$ cat config.mk
export PLATFORM = sky130hd
export DESIGN_NAME = freq_divider_prog
export DESIGN_NICKNAME = d
export VERILOG_FILES = /design/src/rtl/freq_divider_prog.sv
export SDC_FILE = /design/constraint.sdc
export NUM_CORES = 1
export LEC_CHECK = 0
export BUFFER_PORTS_ARGS = -buffer_cell sky130_fd_sc_hd__buf_2
export CAP_MARGIN = 20
export CORE_MARGIN = 10
export CORE_UTILIZATION = 34
export CTS_CLUSTER_DIAMETER = 30
export CTS_CLUSTER_SIZE = 40
export DETAILED_ROUTE_END_ITERATION = 7
export HOLD_SLACK_MARGIN = 0.15
export PLACE_DENSITY_LB_ADDON = 0.2
export SLEW_MARGIN = 20
export SYNTH_ARGS = -nofsm -noshare
export SYNTH_HDL_FRONTEND = slang
export SYNTH_SLANG_ARGS = --single-unit
$ cat constraint.sdc
create_clock -name clk_100MHz -period 8.81 [get_ports clk_100MHz]
set_input_delay 0.881 -clock clk_100MHz [delete_from_list [all_inputs] [get_ports clk_100MHz]]
set_output_delay 0.881 -clock clk_100MHz [all_outputs]
set_load 0.01 [all_outputs]
$ cat src/rtl/freq_divider_prog.sv
// Runtime-programmable clock-enable generator: divided square wave, period tick,
// and glitch-free divisor reload. Optional macro FREQ_DIV_IMMEDIATE_LOAD_EN applies loads at once.
module freq_divider_prog #(
  parameter int WIDTH        = 27,
  parameter int DEFAULT_DIV  = 100000000,
  parameter int DEFAULT_HIGH = 50000000
) (
  input  logic             clk_100MHz,
  input  logic             rst_n,
  input  logic             en,
  input  logic             load,
  input  logic [WIDTH-1:0] div_in,
  input  logic [WIDTH-1:0] high_in,
  output logic             clk_out,
  output logic             tick,
  output logic [WIDTH-1:0] counter,
  output logic             load_ack,
  output logic             load_err
);

  localparam logic [WIDTH-1:0] DIV_RST  = WIDTH'(DEFAULT_DIV);
  localparam logic [WIDTH-1:0] HIGH_RST = WIDTH'(DEFAULT_HIGH);
  localparam logic [WIDTH-1:0] ONE      = WIDTH'(1);
  localparam logic [WIDTH-1:0] TWO      = WIDTH'(2);

  logic [WIDTH-1:0] counter_r, div_act_r, high_act_r, div_pend_r, high_pend_r;
  logic             pend_valid_r, clk_out_r, at_last_r, load_ack_r, load_err_r;
  logic [WIDTH-1:0] counter_nx_s, div_nx_s, high_nx_s, div_pend_nx_s, high_pend_nx_s;
  logic             pend_valid_nx_s, ack_nx_s, err_nx_s, load_ok_s, wrap_s;
`ifdef FREQ_DIV_IMMEDIATE_LOAD_EN
  logic             imm_ack_r;
`endif

  function automatic logic load_valid(input logic [WIDTH-1:0] d, input logic [WIDTH-1:0] h);
    return (d >= TWO) && (h >= ONE) && (h <= d - ONE);
  endfunction

  // Next-state computation for phase counter, active and pending settings.
  always_comb begin
    load_ok_s       = load && load_valid(div_in, high_in);
    err_nx_s        = load && !load_valid(div_in, high_in);
    wrap_s          = en && (counter_r == div_act_r - ONE);
    counter_nx_s    = counter_r;
    div_nx_s        = div_act_r;
    high_nx_s       = high_act_r;
    div_pend_nx_s   = div_pend_r;
    high_pend_nx_s  = high_pend_r;
    pend_valid_nx_s = pend_valid_r;
    ack_nx_s        = 1'b0;

    if (wrap_s) begin
      counter_nx_s = '0;
      if (pend_valid_r) begin
        div_nx_s        = div_pend_r;
        high_nx_s       = high_pend_r;
        pend_valid_nx_s = 1'b0;
        ack_nx_s        = 1'b1;
      end else begin
        ack_nx_s = 1'b0;
      end
    end else if (en) begin
      counter_nx_s = counter_r + ONE;
    end else begin
      counter_nx_s = counter_r;
    end

`ifdef FREQ_DIV_IMMEDIATE_LOAD_EN
    // A valid load overrides a coincident wrap and restarts the period.
    if (load_ok_s) begin
      div_nx_s        = div_in;
      high_nx_s       = high_in;
      counter_nx_s    = '0;
      pend_valid_nx_s = 1'b0;
      ack_nx_s        = 1'b0;
    end else begin
      div_pend_nx_s = div_pend_r;
    end
`else
    // Applied after the wrap so a coincident load waits for the following wrap.
    if (load_ok_s) begin
      div_pend_nx_s   = div_in;
      high_pend_nx_s  = high_in;
      pend_valid_nx_s = 1'b1;
    end else begin
      div_pend_nx_s  = div_pend_r;
      high_pend_nx_s = high_pend_r;
    end
`endif
  end

  // State and registered outputs; clk_out/at_last are precomputed from next state.
  always_ff @(posedge clk_100MHz or negedge rst_n) begin
    if (!rst_n) begin
      counter_r    <= '0;
      div_act_r    <= DIV_RST;
      high_act_r   <= HIGH_RST;
      div_pend_r   <= DIV_RST;
      high_pend_r  <= HIGH_RST;
      pend_valid_r <= 1'b0;
      clk_out_r    <= 1'b0;
      at_last_r    <= 1'b0;
      load_ack_r   <= 1'b0;
      load_err_r   <= 1'b0;
    end else begin
      counter_r    <= counter_nx_s;
      div_act_r    <= div_nx_s;
      high_act_r   <= high_nx_s;
      div_pend_r   <= div_pend_nx_s;
      high_pend_r  <= high_pend_nx_s;
      pend_valid_r <= pend_valid_nx_s;
      clk_out_r    <= (counter_nx_s >= (div_nx_s - high_nx_s));
      at_last_r    <= (counter_nx_s == (div_nx_s - ONE));
`ifdef FREQ_DIV_IMMEDIATE_LOAD_EN
      load_ack_r   <= ack_nx_s | imm_ack_r;
`else
      load_ack_r   <= ack_nx_s;
`endif
      load_err_r   <= err_nx_s;
    end
  end

`ifdef FREQ_DIV_IMMEDIATE_LOAD_EN
  // Delays the immediate-load acknowledge to the cycle after the counter restart.
  always_ff @(posedge clk_100MHz or negedge rst_n) begin
    if (!rst_n) begin
      imm_ack_r <= 1'b0;
    end else begin
      imm_ack_r <= load_ok_s;
    end
  end
`endif

  assign counter  = counter_r;
  assign clk_out  = clk_out_r;
  assign tick     = at_last_r & en;
  assign load_ack = load_ack_r;
  assign load_err = load_err_r;

endmodule
==> results.json <==
{
  "status": "finished, final reports clean",
  "wl_um": 34700,
  "setup_viol": 0,
  "tritoncts": "yes",
  "holdCritPathClass": "reg -> reg",
  "viasPerCell": 5.41,
  "start_util_pct": 34.3,
  "instances_no_fill": 1723,
  "drt_iter0_drc": 625,
  "ys_ff_latch": 140,
  "max_freq_mhz": 127,
  "fp.dieW_um": 200,
  "ys_types": 71,
  "area_growth_pct": 13.6,
  "globalplace.congestion": 0.910,
  "drive_gt1_share_pct": 20.5,
  "die_y_um": 200,
  "pwr_density_cell_mw_per_mm2": 165,
  "synth_cells": 1205,
  "cp_max_fo": 7,
  "holdWs_ps": 473,
  "ys_warn_count": 0,
  "postPlaceCellArea_sq_mm": 0.0119,
  "fp.coreArea_sq_mm": 0.0323,
  "grt_overflow": 0,
  "cts_resized": 0,
  "routed.top_layer": "met4",
  "synth_edf_count": 0,
  "period_needed_ps": 7890,
  "clk_root_buffer_cell": "clkbuf_16",
  "post-cts-setup-buffer-count": 0,
  "row_count": 66,
  "h-tree-depth": 4,
  "final_nets": 1412,
  "mostFrequentLayoutCells": "106 x nand2_1, 92 x nor2_1, 92 x dfrtp_1, 87 x buf_2, 85 x ha_1",
  "synthArstFlopShare_pct": 100,
  "design_area_sq_mm": 0.0126,
  "swShare_pct": 31.7,
  "ys_seq_area_share_pct": 32.2,
  "maxCapViolations": 0,
  "cts_max_path_buffers": 2,
  "cts.clk_slew.worst_paths_ps": 70,
  "antenna_found_initial": 0,
  "p_comb_share_pct": 21.7,
  "vias": 9328,
  "clk_latency_ps": 430,
  "peakVddDrop_mv": 0.123,
  "relSlewSlack_pct": 37.7,
  "worst-setup-path-type": "reg -> reg",
  "cts_buffers": 17,
  "route.met3.wl_um": 1840,
  "p_leak_nw": 5.52,
  "fp.dieArea_sq_mm": 0.0402,
  "syn-cell-area_sq_mm": 0.0111,
  "grt_pass1_vias": 9162,
  "route.detailed.drc": 0,
  "syn_nets": 1349,
  "routedWlPerCell_um": 20.1,
  "fin_skew_ps": 17.0,
  "post-place-cells": 1691,
  "finalMaxSlewViolations": 0,
  "ys.flop_type": "dfrtp_1",
  "worstPathRequired_ps": 9150,
  "end_kind": "flip-flop",
  "antenna_cells": 0,
  "hold_viol": 0,
  "fin_util_pct": 38.9,
  "power.share.clock_pct": 38.9,
  "p_int_mw": 1.42,
  "final_common_cell": "nand2_1",
  "grt_max_degree": 102,
  "ant_nets": 0,
  "p_sw_mw": 0.656,
  "wl_met1_um": 17500,
  "grt_pass1_wl_um": 53800,
  "dp_hpwl_um": 27600,
  "cts.sinks": 140,
  "critical_path.startpoint_type": "flip-flop",
  "postSynthAreaPerCell_sq_um": 9.19,
  "seqPwrFrac_pct": 39.4,
  "ios": 89,
  "worstPathArrival_ps": 8230,
  "dr.pass1.iters": 5,
  "period_share_pct": 89.6,
  "fin_tns_setup_ps": 0,
  "gr-usage-all-layers_pct": 16.9,
  "postCtsHoldBufs": 0,
  "worst-slew-pin-transition_ps": 934,
  "wl_met2_um": 14500,
  "rsz0062_at_grt": "no",
  "port_buffers": 88
}
## state kept, by name (all words and copies together), names as in the netlist
| register | cells |
|---|---|
| counter | 27 |
| div_act_r | 27 |
| div_pend_r | 27 |
| high_act_r | 27 |
| high_pend_r | 27 |
| at_last_r | 1 |
| clk_out | 1 |
| load_ack | 1 |
| load_err | 1 |
| pend_valid_r | 1 |
## metal layers
metal,global-route usage (%),vias up
met2,24.9,308
met3,2.34,45
met1,24.7,4479
li1,-,4496
met5,0,-
met4,5.65,0
## worst paths after layout
check	startpoint	to	slack [ps]	cells past startpoint
worst max-delay path	div_act_r[0]$_DFF_PN0_	clk_out$_DFF_PN0_	920	27
worst min-delay path	high_act_r[23]$_DFF_PN1_	high_act_r[23]$_DFF_PN1_	470	2
worst max register to register	div_act_r[0]$_DFF_PN0_	clk_out$_DFF_PN0_	920	27
worst min register to register	high_act_r[23]$_DFF_PN1_	high_act_r[23]$_DFF_PN1_	470	2
max in group asynchronous	rst_n	counter[10]$_DFF_PN0_	7100	2
min in group asynchronous	rst_n	div_pend_r[25]$_DFFE_PN0P_	560	1
## stage by stage
stage	worst slack [ps]	power [mW]
floorplan	1400	1.08
global placement	1210	1.27
detailed placement	1060	1.28
CTS	1010	2.08
global route	192	2.17
finish	920	2.07
## worst max-delay path, stage by stage (launching register included)
cell,delay [ps]
dfrtp_1,470
inv_1,130
ha_1,210
nor3b_1,650
nand4_1,370
nor4b_1,460
nor2_1,70
or4_4,570
or4_1,590
a21boi_0,530
fa_1,310
inv_1,50
a21oi_1,140
o21bai_1,110
a21o_1,190
a21o_1,200
a21o_1,230
a221oi_1,440
a21boi_0,310
a41oi_1,370
nand2b_1,90
a21oi_1,180
xor2_1,90
ha_1,290
nand4_1,130
nor4_1,340
a21oi_1,120
o21ai_0,160
## cell usage after synthesis, drive strengths merged (7+ instances only)
cell / instances / area share (%)
dfstp: 48 / 11
nand2b: 17 / 0.96
or3: 12 / 0.68
mux2: 64 / 6.5
nor4: 32 / 2.1
nand3b: 10 / 0.68
dfrtp: 92 / 21
o21a: 18 / 1.2
mux2i: 46 / 4.2
nand3: 25 / 1.1
xor2: 63 / 5.0
ha: 85 / 9.6
nor2b: 14 / 0.79
a21oi: 54 / 2.5
xnor2: 69 / 5.5
buf: 14 / 0.83
nor2: 92 / 3.1
nand4: 27 / 1.5
inv: 56 / 1.9
nand2: 106 / 3.6
o21ai: 31 / 1.4
or4: 21 / 1.6
a21o: 23 / 1.6
o221ai: 11 / 0.87
nor3: 39 / 1.9
o211ai: 7 / 0.47
clkbuf: 39 / 1.3
## cell type report
type | count | area (sq um)
fill | 3308 | 19700
multi-input combinational | 956 | 7070
sequential | 140 | 3560
tap | 442 | 553
timing repair buffer | 97 | 527
clock buffer | 20 | 479
inverter | 56 | 210
clock inverter | 12 | 173
## logic make-up after synthesis
group	count (synthesis)	synth area share [%]
compound gates	210	13.1
xor+xnor	133	10.6
fa+ha+maj	86	9.79
buf+inv	109	4.05
flops	140	32.2
mux	110	10.7
simple gates	417	19.6
## power by group through the flow
stage | logic (mW) | registers [mW] | clock network [mW]
6_report | 0.449 | 0.816 | 0.806
5_1_grt | 0.500 | 0.826 | 0.847
2_1_floorplan | 0.300 | 0.782 | 0
4_1_cts | 0.453 | 0.814 | 0.816
3_5_place_dp | 0.451 | 0.825 | 0
3_3_place_gp | 0.448 | 0.822 | 0
Power figures use the tool's default switching activity.
